`config.mk`:
```
export PLATFORM = sky130hd
export DESIGN_NAME = blink_ctrl
export DESIGN_NICKNAME = d
export VERILOG_FILES = /design/src/rtl/blink_pkg.sv /design/src/rtl/blink_chan.sv /design/src/rtl/blink_ctrl.sv
export SDC_FILE = /design/constraint.sdc
export NUM_CORES = 1
export LEC_CHECK = 0
export ABC_AREA = 1
export ABC_CLOCK_PERIOD_IN_PS = 4500
export CAP_MARGIN = 30
export CORE_MARGIN = 2
export CORE_UTILIZATION = 60
export CTS_CLUSTER_DIAMETER = 200
export DETAILED_ROUTE_END_ITERATION = 16
export PLACE_DENSITY = 0.85
export SETUP_SLACK_MARGIN = 0.02
export SLEW_MARGIN = 25
export SYNTH_ARGS = -nofsm -noshare
export SYNTH_HDL_FRONTEND = slang
export SYNTH_SLANG_ARGS = --single-unit
```
`constraint.sdc`:
```
create_clock -name clk -period 4.5 [get_ports clk]
set_input_delay 1.35 -clock clk [delete_from_list [all_inputs] [get_ports clk]]
set_output_delay 1.35 -clock clk [all_outputs]
set_load 0.1 [all_outputs]
```
`src/rtl/blink_pkg.sv`:
```
// ---------------------------------------------------------------------------
// blink_pkg
// Shared types and helpers for the multi-channel LED sequencer.
//
// Contents:
//   mode_t        channel operating mode (OFF, ON, BLINK, ONESHOT), encoded
//                 to match the 2-bit cfg_mode write field.
//   LED_ON_N      pin level that lights an active-low LED.
//   LED_OFF_N     pin level that darkens an active-low LED.
//   PERIOD_MAX_W  widest period field the helper below accepts.
//   clamp_period  maps a written period of 0 to 1, so a channel always has
//                 at least one tick per phase.
// ---------------------------------------------------------------------------
package blink_pkg;

   typedef enum logic [1:0] {
      MODE_OFF     = 2'd0,
      MODE_ON      = 2'd1,
      MODE_BLINK   = 2'd2,
      MODE_ONESHOT = 2'd3
   } mode_t;

   localparam logic LED_ON_N  = 1'b0;
   localparam logic LED_OFF_N = 1'b1;

   localparam int unsigned PERIOD_MAX_W = 32;

   // Period 0 would make "phase == period-1" unreachable, so it is treated as 1.
   function automatic logic [PERIOD_MAX_W-1:0] clamp_period(
      input logic [PERIOD_MAX_W-1:0] p
   );
      return (p == '0) ? PERIOD_MAX_W'(1) : p;
   endfunction

endpackage

```
`src/rtl/blink_chan.sv`:
```
// ---------------------------------------------------------------------------
// blink_chan
// One LED channel: holds mode, period, phase and lit state and advances them
// on prescaler ticks.
//
// Parameters:
//   PW        width of the period/phase fields, in ticks.
//
// Ports:
//   clk       system clock.
//   n_rst     synchronous active-low reset.
//   tick_i    prescaler pulse; channel state advances only when it is high.
//   wr_i      config write addressed to this channel (highest priority).
//   mode_i    mode carried by the write.
//   period_i  period carried by the write, already clamped to >= 1.
//   sync_i    realign request; restarts the channel if it is in BLINK.
//   lit_o     logical lit state (polarity applied by the parent).
//   done_o    one-cycle pulse after a ONESHOT run expires.
// ---------------------------------------------------------------------------
module blink_chan
   import blink_pkg::*;
#(
   parameter int unsigned PW = 8
) (
   input  logic          clk,
   input  logic          n_rst,
   input  logic          tick_i,
   input  logic          wr_i,
   input  mode_t         mode_i,
   input  logic [PW-1:0] period_i,
   input  logic          sync_i,
   output logic          lit_o,
   output logic          done_o
);

   mode_t         mode_q,   mode_d;
   logic [PW-1:0] phase_q,  phase_d;
   logic [PW-1:0] period_q, period_d;
   logic          lit_q,    lit_d;
   logic          done_q,   done_d;
   logic          last_phase;

   // period_q is never 0, so period_q-1 cannot underflow and phase stays
   // inside 0..period-1.
   assign last_phase = (phase_q == (period_q - PW'(1)));

   always_ff @(posedge clk) begin
      if (!n_rst) begin
         mode_q   <= MODE_OFF;
         phase_q  <= '0;
         period_q <= PW'(1);
         lit_q    <= 1'b0;
         done_q   <= 1'b0;
      end else begin
         mode_q   <= mode_d;
         phase_q  <= phase_d;
         period_q <= period_d;
         lit_q    <= lit_d;
         done_q   <= done_d;
      end
   end

   // Priority: config write, then sync realign, then tick.
   always_comb begin
      mode_d   = mode_q;
      phase_d  = phase_q;
      period_d = period_q;
      lit_d    = lit_q;
      done_d   = 1'b0;

      if (wr_i) begin
         mode_d   = mode_i;
         period_d = period_i;
         phase_d  = '0;
         lit_d    = (mode_i != MODE_OFF);
      end else if (sync_i && (mode_q == MODE_BLINK)) begin
         phase_d = '0;
         lit_d   = 1'b1;
      end else if (tick_i) begin
         case (mode_q)
            MODE_OFF: begin
               lit_d = 1'b0;
            end
            MODE_ON: begin
               lit_d = 1'b1;
            end
            MODE_BLINK: begin
               if (last_phase) begin
                  lit_d   = ~lit_q;
                  phase_d = '0;
               end else begin
                  phase_d = phase_q + PW'(1);
               end
            end
            MODE_ONESHOT: begin
               if (last_phase) begin
                  lit_d   = 1'b0;
                  mode_d  = MODE_OFF;
                  phase_d = '0;
                  done_d  = 1'b1;
               end else begin
                  phase_d = phase_q + PW'(1);
               end
            end
            default: begin
               mode_d = MODE_OFF;
               lit_d  = 1'b0;
            end
         endcase
      end
   end

   assign lit_o  = lit_q;
   assign done_o = done_q;

endmodule

```
`src/rtl/blink_ctrl.sv`:
```
// ---------------------------------------------------------------------------
// blink_ctrl
// Multi-channel LED sequencer. A shared prescaler emits a tick every CDIV
// clocks; each of NCH channels runs OFF, ON, BLINK or ONESHOT with its own
// period counted in ticks. Channels are programmed through a one-cycle write
// port.
//
// Build option:
//   BLINK_SYNC_EN  adds sync_in, which clears the prescaler and restarts every
//                  BLINK channel lit at phase 0. Without it channels
//                  free-run.
//
// Parameters:
//   NCH         number of channels (1..32).
//   CDIV        clocks per tick (>= 1).
//   PW          width of the period field.
//   ACTIVE_LOW  1: pin low lights the LED; 0: pin high lights it.
//
// Ports:
//   clk         system clock.
//   n_rst       synchronous active-low reset.
//   cfg_we      config write strobe.
//   cfg_ch      target channel.
//   cfg_mode    0=OFF 1=ON 2=BLINK 3=ONESHOT.
//   cfg_period  BLINK half-period or ONESHOT on-time, in ticks (0 -> 1).
//   sync_in     (BLINK_SYNC_EN only) realign BLINK channels.
//   cfg_err     one-cycle pulse after a write to a channel >= NCH.
//   tick        one-cycle prescaler pulse.
//   done        per-channel pulse after a ONESHOT run expires.
//   led         LED pins.
// ---------------------------------------------------------------------------
module blink_ctrl
   import blink_pkg::*;
#(
   parameter int unsigned NCH        = 3,
   parameter int unsigned CDIV       = 50_000_000,
   parameter int unsigned PW         = 8,
   parameter int unsigned ACTIVE_LOW = 1,
   localparam int unsigned CHW       = (NCH > 1) ? $clog2(NCH) : 1
) (
   input  logic           clk,
   input  logic           n_rst,
   input  logic           cfg_we,
   input  logic [CHW-1:0] cfg_ch,
   input  logic [1:0]     cfg_mode,
   input  logic [PW-1:0]  cfg_period,
`ifdef BLINK_SYNC_EN
   input  logic           sync_in,
`endif
   output logic           cfg_err,
   output logic           tick,
   output logic [NCH-1:0] done,
   output logic [NCH-1:0] led
);

   localparam int unsigned CW = (CDIV > 1) ? $clog2(CDIV) : 1;

   logic [CW-1:0]  cnt_q, cnt_d;
   logic           tick_q, tick_d;
   logic           cfg_err_q, cfg_err_d;
   logic           sync_w;
   logic [31:0]    ch_ext;
   logic           ch_valid;
   logic [NCH-1:0] wr_vec;
   logic [PW-1:0]  period_cl;
   logic [NCH-1:0] lit_vec;

`ifdef BLINK_SYNC_EN
   assign sync_w = sync_in;
`else
   assign sync_w = 1'b0;
`endif

   // Prescaler: counts 0..CDIV-1; tick is registered on the wrap so the
   // first tick appears CDIV clocks after reset release.
   always_comb begin
      cnt_d  = cnt_q + CW'(1);
      tick_d = 1'b0;
      if (sync_w) begin
         cnt_d = '0;
      end else if (cnt_q == CW'(CDIV - 1)) begin
         cnt_d  = '0;
         tick_d = 1'b1;
      end
   end

   // Write decode: one strobe per in-range channel, error flag otherwise.
   assign ch_ext    = 32'(cfg_ch);
   assign ch_valid  = (ch_ext < NCH);
   assign cfg_err_d = cfg_we && !ch_valid;
   assign period_cl = PW'(clamp_period(PERIOD_MAX_W'(cfg_period)));

   always_comb begin
      wr_vec = '0;
      for (int i = 0; i < int'(NCH); i++) begin
         wr_vec[i] = cfg_we && ch_valid && (ch_ext == 32'(i));
      end
   end

   always_ff @(posedge clk) begin
      if (!n_rst) begin
         cnt_q     <= '0;
         tick_q    <= 1'b0;
         cfg_err_q <= 1'b0;
      end else begin
         cnt_q     <= cnt_d;
         tick_q    <= tick_d;
         cfg_err_q <= cfg_err_d;
      end
   end

   for (genvar g = 0; g < int'(NCH); g++) begin : g_chan
      blink_chan #(
         .PW (PW)
      ) u_chan (
         .clk      (clk),
         .n_rst    (n_rst),
         .tick_i   (tick_q),
         .wr_i     (wr_vec[g]),
         .mode_i   (mode_t'(cfg_mode)),
         .period_i (period_cl),
         .sync_i   (sync_w),
         .lit_o    (lit_vec[g]),
         .done_o   (done[g])
      );
   end

   // Pin polarity: lit_vec is logical, the pins follow the board wiring.
   always_comb begin
      led = '0;
      for (int i = 0; i < int'(NCH); i++) begin
         if (ACTIVE_LOW != 0) begin
            led[i] = lit_vec[i] ? LED_ON_N : LED_OFF_N;
         end else begin
            led[i] = lit_vec[i];
         end
      end
   end

   assign tick    = tick_q;
   assign cfg_err = cfg_err_q;

endmodule

```
Yosys cells after proc, flatten, opt, wreduce, memory -nomap -nowiden:

Cells that the tools add are included.

* eq/ne operators: 21
* $lt $le $gt $ge: 1
* bitwise operators: 8
* mux-type cells: 38
* reduce and logical (&&, ||, !) cells: 40
* add/subtract/negate cells: 7

Operators with widths (number)
* $logic_not 32->1: 1
* $mux 8: 4
* $add 26x1->26 const B: 1
* $eq 26x26->1 const B: 1
* $add 8x1->8 const B: 3
* $eq 8x8->1: 3
* $mux 2: 12
* $sub 8x1->8 const B: 3
* $reduce_bool 2->1: 10
* $mux 1: 19
* $ne 3x1->1 const B: 6
* $reduce_and 3->1: 6
* $eq 2x2->1 const B: 7
* $reduce_or 2->1: 7
* $pmux 1 s4: 3
* $reduce_or 4->1: 3
* $eq 2x1->1 const B: 4
* $logic_not 8->1: 1
* $not 1->1: 8
* $logic_not 2->1: 3
* $reduce_and 2->1: 3
* $logic_and 1x1->1: 5
* $lt 2x2->1 const B: 1
* $logic_not 1->1: 1

* output and inout bits: 8
* register bits after elaboration: 88
* logic and storage cells: 133

Logic depth before layout (Yosys ltp):

Gate-level depths: netlist (run 1).

* depth after elaboration: 6
* depth in mapped cells: 14

Hierarchy:

From an unflattened synthesis (run 1), not the netlist that was laid out.

* cell total of the unflattened synthesis: 773
* area, all modules: 5118.7 µm²

Modules (own cells, without submodules)
* blink_chan (g_chan[0].u_chan ...): cells each 181, area each 1196.1 µm², instances 2
* blink_ctrl: cells each 231, area each 1531.5 µm², instances 1
* blink_chan (g_chan[1].u_chan): cells each 180, area each 1194.9 µm², instances 1

Worst setup path after synthesis (run 1):

OpenSTA, ideal clock, no wires.

* kind: input to register
* from: input port n_rst
* to: register g_chan[1].u_chan.period_q[0]
* path slack: 2.120 ns
* arrival: 2.265 ns
* required time: 4.385 ns
* stages on the path: 6
* cells stage by stage: buf_2 > inv_1 > nor2_1 > inv_2 > o22ai_1 > inv_1

RTL lines
* from (decl): RTL line blink_ctrl.sv:42 `input logic n_rst,`
* to (signal assigned): RTL line blink_chan.sv:57 `period_q <= period_d;`
* to (decl): RTL line blink_chan.sv:38 `logic [PW-1:0] period_q, period_d;`

Final worst setup path (run 1):

* from: register tick_q (netlist: tick)
* to: output port tick

RTL lines
* from (decl): RTL line blink_ctrl.sv:59 `logic tick_q, tick_d;`
* from (signal assigned): RTL line blink_ctrl.sv:107 `tick_q <= tick_d;`
* to (decl): RTL line blink_ctrl.sv:51 `output logic tick,`

No word-level cell between the ends.

==> results of run 1 <==
## routing by layer
metal  up-vias  wire length [µm]  GRT usage (%)
li1       2283                 -              -
met1      2111              4740           29.2
met2       100              5400           45.5
met3        19               389           3.79
met4         0               183           8.94
met5         -                 0              0
## stage by stage
stage	total power, mW	std cells	worst slack [ns]	hold slack (ns)
6_report	1.51	840	0.896	0.450
5_1_grt	1.57	840	0.837	0.490
4_1_cts	1.51	840	0.903	0.454
3_5_place_dp	0.987	825	1.31	0.437
3_3_place_gp	0.981	825	1.32	0.427
2_1_floorplan	0.941	706	2.12	0.417
## worst max-delay path by stage
stage / startpoint / endpoint / slack (ns) / depth (start not counted)
2_1_floorplan: n_rst / g_chan[1].u_chan.period_q[0]$_SDFFE_PN1P_ / 2.12 / 6
3_3_place_gp: tick$_SDFF_PN0_ / tick / 1.32 / 1
3_5_place_dp: tick$_SDFF_PN0_ / tick / 1.31 / 1
4_1_cts: tick$_SDFF_PN0_ / tick / 0.90 / 1
5_1_grt: tick$_SDFF_PN0_ / tick / 0.84 / 1
6_report: tick$_SDFF_PN0_ / tick / 0.90 / 1
## cells in the final DEF, fill, tap and decap left out, drive strengths merged, types with 4 or more instances in the layout
master           n
xnor2           16
clkdlybuf4s50   22
o21ai           16
nand3           59
or2              5
a21oi           18
clkbuf          10
dfxtp           88
xor2            29
nor2           103
nor3            18
nor4             4
o22ai           21
nand2          159
nand4           13
ha              16
inv            118
nor3b            6
## cell families (layout without fill, tap and decap cells)
| kind of cell | Yosys count | in the layout | share of synthesized area [%] |
|---|---|---|---|
| compound gates | 61 | 61 | 7.96 |
| fa+ha+maj | 16 | 16 | 4.02 |
| xor+xnor | 46 | 46 | 8.36 |
| mux | 1 | 1 | 0.201 |
| simple gates | 368 | 368 | 33.9 |
| buf+inv | 126 | 155 | 10.2 |
| flops | 88 | 88 | 35.4 |
## flip-flops by register name, summed over array words and instances (netlist names)
signal	flops
g_chan.u_chan.done_o	3
cfg_err	1
g_chan.u_chan.period_q	24
tick	1
g_chan.u_chan.lit_o	3
g_chan.u_chan.mode_q	6
cnt_q	26
g_chan.u_chan.phase_q	24
## layout make-up
| class | instances | area (µm²) | share of cell area, % |
|---|---|---|---|
| clock buffer | 10 | 128 | 2.34 |
| sequential | 88 | 1760 | 32.3 |
| inverter | 118 | 445 | 8.16 |
| tap | 105 | 131 | 2.41 |
| multi-input combinational | 492 | 2710 | 49.7 |
| timing repair buffer | 22 | 220 | 4.04 |
| clock inverter | 5 | 58.8 | 1.08 |
## power breakdown
group / switching, mW / leakage (nW) / internal, mW
combinational: 0.111 / 1.50 / 0.0575
sequential: 0.0119 / 0.712 / 0.791
clock: 0.286 / 0.0883 / 0.254
==> results by group, run 1 <==
Outcome
  • Status: finished clean

STA
  • Final hold violation count: 0
  • RSZ-0062 raised after global routing: no
  • Max-slew violation count: 0
  • Slew margin rel.: 33.7%
  • Setup TNS: 0 ns
  • Worst-Margin Slew: 0.991 ns
  • Crit path time final: 3.60 ns
  • Final setup viols: 0
  • Final Skew: 0.0132 ns
  • Period utilisation layout: 80.1%
  • FMAX: 0.277 GHz

Hold path
  • Hold Path End: cnt_q[0]$_SDFF_PP0_
  • Worst hold path class: register to register
  • Hold Path Stages: 1
  • Worst hold start: cnt_q[0]$_SDFF_PP0_

Setup path
  • Worst reg2reg path depth: 12
  • R2R Setup Slk: 2.41 ns
  • Worst path max stage delay: 1.24 ns
  • Reg-to-reg critical path endpoint: g_chan[1].u_chan.phase_q[0]$_SDFFE_PP0P_
  • Slowest cell on crit path: clkdlybuf4s50_1
  • Critical R2R Launch: g_chan[1].u_chan.period_q[0]$_SDFFE_PN1P_
  • Startpoint Class: register
  • CP Cell Sequence: clkdlybuf4s50_1
  • Crit path kind: register to output port
  • Crit path max fanout: 10
  • Worst path arrival time: 2.25 ns
  • WP data required: 3.15 ns
  • CP delay by family, top: buffers and inverters
  • Crit path buffers/inverters: 1
  • Element type at the critical path end: output port

Floorplan
  • Number of core rows: 33
  • Die height: 95.1 µm
  • Die Width: 95.1 µm
  • Die area: 9050 µm²
  • Core ar.: 8130 µm²
  • Initial core utilization: 61.2%
  • Ports: 23

Clocking
  • H-tree depth: 3
  • CTS root buffer: clkbuf_8
  • CTS tree: done
  • Clock Latency Late Sink: 0.36 ns
  • Sinks on Clock Net: 88
  • Post-CTS Resized: 0
  • Clock slew at reported path FFs: 0.09 ns
  • Cts hold-fix bufs: 0
  • Post-CTS setup repair buffer count: 0
  • TritonCTS Buffers: 9
  • Bufs on Longest Clock Path: 2

Yosys
  • Post-synth top cells: 151 x nand2_1, 114 x inv_1, 94 x nor2_1
  • Post-synthesis cell type count: 45
  • Seq cells post-synth: 88
  • Predominant post-synthesis flop cell: dfxtp_1
  • Async S/R FF share, synth: 0%
  • Synth Area per Inst: 7.06 µm²
  • Area leader, netlist: dfxtp_1
  • Warnings from Yosys: 0
  • Mapped Cells: 706
  • Count leader, synth: nand2_1
  • Sequential share of the synthesized area: 35.4%
  • EDFF count, synth: 0
  • Syn Nets: 737
  • Cell Area, Synth: 4980 µm²
  • Dominant cells by area after synthesis: dfxtp_1 35%, nand2_1 11%, inv_1 8.6%
  • Synth top area share: 35.4%

Global route
  • Grt ovf: 0
  • Largest net degree at the start of global routing: 26
  • First-pass GRT wire length: 18,000 µm
  • Number of global-route vias before repair: 4,228
  • Initial antenna violation count: 0
  • Total track usage: 24.8%

Job
  • Max Cap Violations: 0

Route
  • Wire length per cell: 12.8 µm
  • ANT nets after route: 0
  • Drt initial violations: 242
  • Drt pass-1 iters: 5
  • Via count: 4,513
  • Drt drc: 0
  • Post-Route WL: 10,700 µm
  • Via-per-instance ratio: 5.37

Power and ir drop
  • IR drop worst, VDD: 168 µV
  • P_leak: 2.30 nW
  • PD cells: 277 nW/µm²

Final layout
  • Filler instances: 670
  • Fin util: 67.1%
  • Antenna cells: 0
  • Design Area, Final: 5460 µm²
  • Final Net Count: 762
  • Share of cells above drive strength 1: 7.62%
  • P&R area growth vs syn: 9.55%

Placement
  • DPL Wire Length: 8280 µm
  • Post-Place Cell Area: 5270 µm²
  • Port Buf Inserts: 22
  • Final RePlAce weighted congestion: 0.895
Power figures use the tool's default switching activity.
==> inputs of run 2 (changes only) <==
ABC_CLOCK_PERIOD_IN_PS = 3530   (was 4500)
clock period = 3.53 ns   (was 4.5 ns; I/O delays follow)
==> results by group, run 2 (synthesis results as in run 1) <==
Outcome
  • Status: finished clean

STA
  • Final hold violation count: 0 (unchanged)
  • Period utilisation layout: 70.6%
  • Final setup viols: 0 (unchanged)
  • Max-slew violation count: 0 (unchanged)
  • Crit path time final: 2.49 ns
  • Slew margin rel.: 63.6% (+30 points)
  • Final Skew: 0.0113 ns (-0.00193 ns)
  • Setup TNS: 0 ns (unchanged)
  • Worst-Margin Slew: 0.546 ns (-0.445 ns)
  • RSZ-0062 raised after global routing: no
  • FMAX: 0.401 GHz

Hold path
  • Worst hold path class: register to register
  • Worst hold start: cnt_q[0]$_SDFF_PP0_

Route
  • Via-per-instance ratio: 5.35 (-0.44%)
  • ANT nets after route: 0 (unchanged)
  • Drt initial violations: 217 (-10%)
  • Post-Route WL: 10,900 µm (+1.9%)
  • Drt drc: 0 (unchanged)
  • Drt pass-1 iters: 5 (unchanged)
  • Via count: 4,504 (-0.20%)
  • Wire length per cell: 13.0 µm (+1.6%)

Clocking
  • H-tree depth: 3 (unchanged)
  • Bufs on Longest Clock Path: 2 (unchanged)
  • TritonCTS Buffers: 9 (unchanged)
  • Clock slew at reported path FFs: 0.09 ns (about the same)
  • Cts hold-fix bufs: 0 (unchanged)
  • CTS root buffer: clkbuf_8
  • Post-CTS setup repair buffer count: 0 (unchanged)
  • Sinks on Clock Net: 88 (unchanged)
  • Clock Latency Late Sink: 0.37 ns (about the same)
  • Post-CTS Resized: 0 (unchanged)
  • CTS tree: done

Global route
  • Number of global-route vias before repair: 4,312 (+2.0%)
  • Grt ovf: 0 (unchanged)
  • Initial antenna violation count: 0 (unchanged)
  • First-pass GRT wire length: 18,500 µm (+3.0%)
  • Largest net degree at the start of global routing: 26 (unchanged)
  • Total track usage: 25.8% (+0.91 points)

Setup path
  • Startpoint Class: register
  • Crit path buffers/inverters: 1 (unchanged)
  • Crit path kind: register to output port
  • Critical Path Source: tick$_SDFF_PN0_
  • Worst path max stage delay: 0.67 ns (-0.57 ns)
  • Worst path arrival time: 1.43 ns (-0.82 ns)
  • Crit path max fanout: 10 (unchanged)
  • CP delay by family, top: flip-flops
  • Element type at the critical path end: output port
  • Critical R2R Launch: g_chan[1].u_chan.period_q[0]$_SDFFE_PN1P_
  • WP data required: 2.47 ns (-0.68 ns)
  • Slowest cell on crit path: dfxtp_1
  • CP Cell Sequence: buf_4

Floorplan
  • Die height: 95.1 µm (unchanged)
  • Core ar.: 8130 µm² (unchanged)
  • Number of core rows: 33 (unchanged)
  • Initial core utilization: 61.2% (unchanged)
  • Die area: 9050 µm² (unchanged)
  • Die Width: 95.1 µm (unchanged)
  • Ports: 23 (unchanged)

Power and ir drop
  • P_leak: 2.31 nW (+0.23%)
  • Int Pwr: 1.34 mW (+22%)
  • Combinational Power Share: 11.5% (+0.4 points)
  • PD cells: 344 nW/µm² (+24%)
  • IR drop worst, VDD: 213 µV (+27%)
  • Sw Ratio: 28.3% (+1.2 points)
  • Clock power frac: 33.7% (-2.0 points)
  • Share of power burned in registers: 54.8% (+1.7 points)
  • Net Sw Power: 528 µW (+29%)

Placement
  • Port Buf Inserts: 22 (unchanged)
  • Final RePlAce weighted congestion: 0.866 (-3.3%)
  • DPL Wire Length: 8410 µm (+1.6%)
  • Number of cells after detailed placement: 826 (+0.12%)

Final layout
  • Commonest non-fill, non-tap cell in the layout: nand2_1
  • P&R area growth vs syn: 9.02%
  • Fin util: 66.8% (-0.32 points)
  • Final cell count without fillers: 842 (+0.24%)
  • Share of cells above drive strength 1: 8.96% (+1.3 points)
  • Final Net Count: 763 (+0.13%)
  • Commonest non-fill, non-tap cells in the layout: 151 x nand2_1, 114 x inv_1, 94 x nor2_1
  • Top reg by flops: cnt_q
  • Largest register FFs: 26 (unchanged)
  • Filler instances: 678 (+1.2%)
  • Biggest regs: cnt_q x26, g_chan.u_chan.period_q x24, g_chan.u_chan.phase_q x24
  • Antenna cells: 0 (unchanged)

Job
  • Max Cap Violations: 0 (unchanged)
-- run 2: final cells by class --
type	count	area, µm²	share of cell area (%)
clock buffers	10	128	2.35
clock inverters	6	45.0	0.829
inverters	118	445	8.20
multi-input cells	492	2710	49.9
flip-flops and latches	88	1760	32.4
well taps	105	131	2.42
repair buffers	23	208	3.82
-- run 2: path summary, 6_finish.rpt --
path                                                            endpoint  slack [ns]  cells past startpoint
worst min register to register                       cnt_q[0]$_SDFF_PP0_        0.45                      1
worst max register to register  g_chan[1].u_chan.phase_q[6]$_SDFFE_PP0P_        1.35                     12
worst min-delay path                                 cnt_q[0]$_SDFF_PP0_        0.45                      1
worst max-delay path                                                tick        1.04                      1
-- run 2: power groups by stage --
stage	Combinational, mW	Sequential [mW]	Clock [mW]
final	0.214	1.02	0.630
after CTS	0.213	1.02	0.640
after detailed placement	0.212	1.05	0
after global placement	0.204	1.05	0
after floorplan	0.154	1.05	0
after global routing	0.240	1.03	0.677
-- run 2: stage by stage --
step	total power, mW	cell area (µm²)	worst slack, ns	hold WS (ns)
after global placement	1.25	5260	0.868	0.427
after global routing	1.94	5430	1.01	0.488
final	1.87	5430	1.04	0.445
after CTS	1.88	5430	1.06	0.451
after floorplan	1.20	4980	1.38	0.417
after detailed placement	1.26	5260	0.816	0.438
-- run 2: per-layer routing --
| metal | vias to the layer above | GRT usage (%) | wire length, µm |
|---|---|---|---|
| met5 | - | 0 | 0 |
| met4 | 0 | 10.7 | 213 |
| met3 | 24 | 4.43 | 396 |
| met2 | 108 | 46.1 | 5520 |
| met1 | 2084 | 30.2 | 4790 |
| li1 | 2288 | - | - |
==> variant 1, RTL diff (config.mk and constraints of run 1) <==
The parameter `ACTIVE_LOW` goes from 1 to 0. Comments in the files are not updated.
--- a/src/rtl/blink_ctrl.sv
+++ b/src/rtl/blink_ctrl.sv
@@ -37,3 +37,3 @@
    parameter int unsigned PW         = 8,
-   parameter int unsigned ACTIVE_LOW = 1,
+   parameter int unsigned ACTIVE_LOW = 0,
    localparam int unsigned CHW       = (NCH > 1) ? $clog2(NCH) : 1
Formal check against the unedited RTL: not equivalent (a bounded check fails within 4 cycles, from zero or initial values and one cycle with n_rst low).
==> variant 1 against run 1 <==
- synthesized area fell by 2.9%
- power down 4.0%
- critical path depth is the same
- register-to-register slack lost 0.09 ns
- sequential cell count did not move
- die area fell by 2.8%
- setup slack improved by 0.067 ns
- via count shrank 0.91%
- global-route usage is 1.3 points higher
- wire length barely moved
- clock power shrank 8.3%
- design area is 3.3% lower
- synthesized cell count fell by 1.7%
- largest power group unchanged
==> variant 1: results (changes against run 1) <==
| Metric | Value |
|---|---|
| Status | `complete, no violations (unchanged)` |
| GP Congestion | `0.8615 (was 0.8951)` |
| Drt total wl | `10720 um (was 10710 um)` |
| Post-Syn Nets | `725 (was 737)` |
| Global-route wire length before repair | `18640 um (was 17970 um)` |
| Yosys cell types | `39 (was 45)` |
| Worst hold start | `cnt_q[25] (was cnt_q[0])` |
| Worst VDD drop | `0.1435 mV (was 0.1681 mV)` |
| Crit path DAT | `2.19 ns (was 2.25 ns)` |
| Slew headroom | `0.3390 (was 0.3372)` |
| Hold path endpoint | `cnt_q[25] (was cnt_q[0])` |
| Global-route usage over all layers | `0.2611 (was 0.2484)` |
| Largest net degree at the start of global routing | `27 (was 26)` |
| Initial DRC Count | `210 (was 242)` |
| Reg2Reg Capture Point | `g_chan[0].u_chan.phase_q[5] (was g_chan[1].u_chan.phase_q[0])` |
| Final HPWL DP | `8241 um (was 8283 um)` |
| Area contributors post-synth | `dfxtp_1 (36%), nand2_1 (12%), inv_1 (7.8%) (was dfxtp_1 (35%), nand2_1 (11%), inv_1 (8.6%))` |
| Pleak | `2.204 nW (was 2.304 nW)` |
| Crit Path Max Fanout | `11 (was 10)` |
| Nets | `748 (was 762)` |
| Routed via count | `4472 (was 4513)` |
| Reg2reg start | `g_chan[0].u_chan.period_q[0] (was g_chan[1].u_chan.period_q[0])` |
| Fraction of layout cells with a size suffix above 1 | `0.08033 (was 0.07619)` |
| CP top delay family | `buffers and inverters (unchanged)` |
| Hold Path Depth | `2 (was 1)` |
-- variant 1: cell count changes in the layout (fill, tap and decap cells not counted), moves of 4 or more --
| cell | run 1 | this run |
|---|---|---|
| a21oi_1 | 16 | 23 |
| inv_1 | 114 | 101 |
| nand2_1 | 151 | 157 |
| nand3_1 | 58 | 51 |
| nor3_1 | 13 | 9 |
| nor4_1 | 2 | 6 |
| o22ai_1 | 21 | 17 |
| or2_0 | 1 | 6 |
| or2_2 | 4 | 9 |
| xnor2_1 | 16 | 9 |
| xor2_1 | 29 | 24 |
-- variant 1: cell families after synthesis --
kind of cell | share of synthesized area
AOI/OAI and AO/OA | 0.07372
xor gates and xnor gates | 0.05975
DFF | 0.3642
and+or+nand+nor | 0.3614
buffers and inverters | 0.09958
adders and majority gates | 0.04139
-- variant 1: worst max-delay path by stage --
stage | slack [ns] | from | end | depth (start not counted)
after global routing | 0.91 | tick | tick | 1
after floorplan | 2.16 | n_rst | g_chan[1].u_chan.period_q[0] | 6
after detailed placement | 1.35 | tick | tick | 1
after CTS | 0.96 | tick | tick | 1
final | 0.96 | tick | tick | 1
after global placement | 1.38 | tick | tick | 1
-- variant 1: report_power, final --
group          total, mW  internal, mW  switching, mW
sequential         0.803         0.791         0.0121
clock              0.495         0.203          0.293
combinational      0.152        0.0510          0.101
total               1.45          1.04          0.406
-- variant 1: layout make-up --
| type | instances | area, um2 | area share |
|---|---|---|---|
| timing repair buffer | 22 | 220.2 | 0.04176 |
| inverter | 106 | 397.9 | 0.07544 |
| clock inverter | 6 | 45.04 | 0.008541 |
| multi-input combinational | 490 | 2594 | 0.4918 |
| clock buffer | 10 | 127.6 | 0.02420 |
| sequential | 88 | 1762 | 0.3340 |
| tap | 102 | 127.6 | 0.02420 |
-- variant 1: worst min-delay path, cell delays in order (launching register included) --
cell and delay, ns:
dfxtp_1 0.33, nand2_1 0.06, a21oi_1 0.05
-- variant 1: metrics by stage --
stage | hold slack [ns] | instances | setup WS, ns | util
2_1_floorplan | 0.4397 | 694 | 2.158 | -
3_3_place_gp | 0.4557 | 808 | 1.375 | 0.6567
3_5_place_dp | 0.4759 | 808 | 1.355 | 0.6567
4_1_cts | 0.4920 | 824 | 0.9642 | 0.6790
5_1_grt | 0.5208 | 824 | 0.9117 | 0.6790
6_report | 0.4877 | 824 | 0.9631 | 0.6790
-- variant 1: routing by layer --
metal / up-vias / global-route usage / wire length [um]
li1: 2244 / - / -
met1: 2080 / 0.3251 / 4795
met2: 132 / 0.4661 / 5250
met3: 16 / 0.03531 / 501
met4: 0 / 0.08092 / 172
met5: - / 0 / 0
==> variant 2, RTL diff (config.mk and constraints of run 1) <==
Made on the original files. Add an input register stage for `cfg_period`; this delays it by one clock. The other inputs are not delayed to match.
--- a/src/rtl/blink_ctrl.sv
+++ b/src/rtl/blink_ctrl.sv
@@ -57,2 +57,8 @@
 
+   logic [PW-1:0] cfg_period_q;
+
+   always_ff @(posedge clk) begin
+      cfg_period_q <= cfg_period;
+   end
+
    logic [CW-1:0]  cnt_q, cnt_d;
@@ -90,3 +96,3 @@
    assign cfg_err_d = cfg_we && !ch_valid;
-   assign period_cl = PW'(clamp_period(PERIOD_MAX_W'(cfg_period)));
+   assign period_cl = PW'(clamp_period(PERIOD_MAX_W'(cfg_period_q)));
 
Check against the original RTL: same outputs for any inputs over 10 cycles, from zero or initial values and one cycle with n_rst low; that may be too few to reach the edited logic, so the function may still have changed.
==> variant 2 against run 1 <==
- design area about the same
- power increased by 8.8%
- global-route usage increased by 0.64 points
- clock skew decreased by 0.0035 ns
- wire length increased by 1.4%
- critical path depth unchanged
- die area decreased by 0.65%
- synthesized area decreased by 0.68%
- register-to-register slack got worse by 0.02 ns
- setup slack improved by 0.047 ns
- via count decreased by 2.2%
- sequential cell count increased by 8
- hold slack improved by 0.028 ns
- final cell count decreased by 2.7%
==> variant 2: results (changes against run 1) <==
| Metric | Value |
|---|---|
| Worst-Margin Slew | `0.9867 ns (was 0.9911 ns)` |
| Post-Synth XOR/XNOR Area | `0.08068 (was 0.08365)` |
| Met3 usage | `0.05826 (was 0.03794)` |
| CP peak stage delay | `1.22 ns (was 1.24 ns)` |
| FF-to-FF path depth | `14 (was 12)` |
| Nets | `740 (was 762)` |
| Per-cell routed wire length | `13.30 um (was 12.75 um)` |
| GR Util met1 | `0.2998 (was 0.2919)` |
| Global-route wire length before repair | `18150 um (was 17970 um)` |
| Pre-CTS setup slack | `1.343 ns (was 1.307 ns)` |
| Synth Area in Compound Gates | `0.08042 (was 0.07963)` |
| Number of global-route vias before repair | `4231 (was 4228)` |
| Yosys cell types | `44 (was 45)` |
| Filler cell count | `673 (was 670)` |
| Clock Skew | `0.009732 ns (was 0.01321 ns)` |
| Pleak | `2.289 nW (was 2.304 nW)` |
| GP Congestion | `0.9344 (was 0.8951)` |
| Area contributors post-synth | `dfxtp_1 (39%), nand2_1 (11%), inv_1 (8.3%) (was dfxtp_1 (35%), nand2_1 (11%), inv_1 (8.6%))` |
| Global-route usage over all layers | `0.2548 (was 0.2484)` |
| Fraction of layout cells with a size suffix above 1 | `0.05758 (was 0.07619)` |
| Proportion of synthesized area in mux cells | `0 (was 0.002010)` |
| Sequential fraction of the synthesis area | `0.3885 (was 0.3537)` |
| Post-Syn Nets | `715 (was 737)` |
| Crit path DAT | `2.21 ns (was 2.25 ns)` |
| Initial DRC Count | `225 (was 242)` |
| Mapped Avg Cell Area | `7.233 um2 (was 7.055 um2)` |
| Vias/cell | `5.401 (was 5.373)` |
| Synth Area in Adders | `0.04047 (was 0.04019)` |
| Status | `complete, no violations (unchanged)` |
| List of most frequent post-synthesis cells | `nand2_1 (139), inv_1 (109), dfxtp_1 (96) (was nand2_1 (151), inv_1 (114), nor2_1 (94))` |
| Met2 usage | `0.4492 (was 0.4548)` |
| Crit Path Max Fanout | `12 (was 10)` |
variant 2: changes by cell type after synthesis, moves of 5 or more:
cell             run 1  this run
nor2_1              94        81
nand2_1            151       139
nand3_1             58        46
dfxtp_1             88        96
o21ai_0             10        18
nor3_1              13        19
inv_1              114       109
nand3b_1             0         5
or2_1                0         5
variant 2: logic make-up after synthesis:
logic type / Yosys count
AOI/OAI and AO/OA: 69
and+or+nand+nor: 338
adders and majority gates: 16
buffers and inverters: 121
DFF: 96
xor gates and xnor gates: 44
variant 2: stage by stage:
step                instances  instance area [um2]
finish                    817                 5460
detailed placement        803                 5251
global route              817                 5460
global placement          803                 5251
CTS                       817                 5460
floorplan                 684                 4947
variant 2: worst paths after layout:
kind	start	endpoint	slack (ns)
min reg2reg	cnt_q[0]	cnt_q[0]	0.48
min	cnt_q[0]	cnt_q[0]	0.48
max	tick	tick	0.94
max reg2reg	g_chan[0].u_chan.period_q[0]	g_chan[0].u_chan.phase_q[5]	2.39
variant 2: area by class of cell:
class | count | area (um2) | area share
well taps | 105 | 131.4 | 0.02406
clock buffers | 11 | 141.4 | 0.02589
repair buffers | 22 | 220.2 | 0.04033
flip-flops and latches | 96 | 1922 | 0.3520
multi-input cells | 467 | 2554 | 0.4677
inverters | 113 | 424.2 | 0.07768
clock inverters | 3 | 67.56 | 0.01237
variant 2: metal layers:
metal,up-vias,routed length (um)
li1,2222,-
met1,2039,4751
met2,120,5331
met3,32,505
met4,0,278
met5,-,0
variant 2: power breakdown:
| part | switching (mW) | internal, mW |
|---|---|---|
| Sequential | 0.0137 | 0.866 |
| Combinational | 0.0987 | 0.0533 |
| Clock | 0.290 | 0.323 |
| Total | 0.402 | 1.24 |
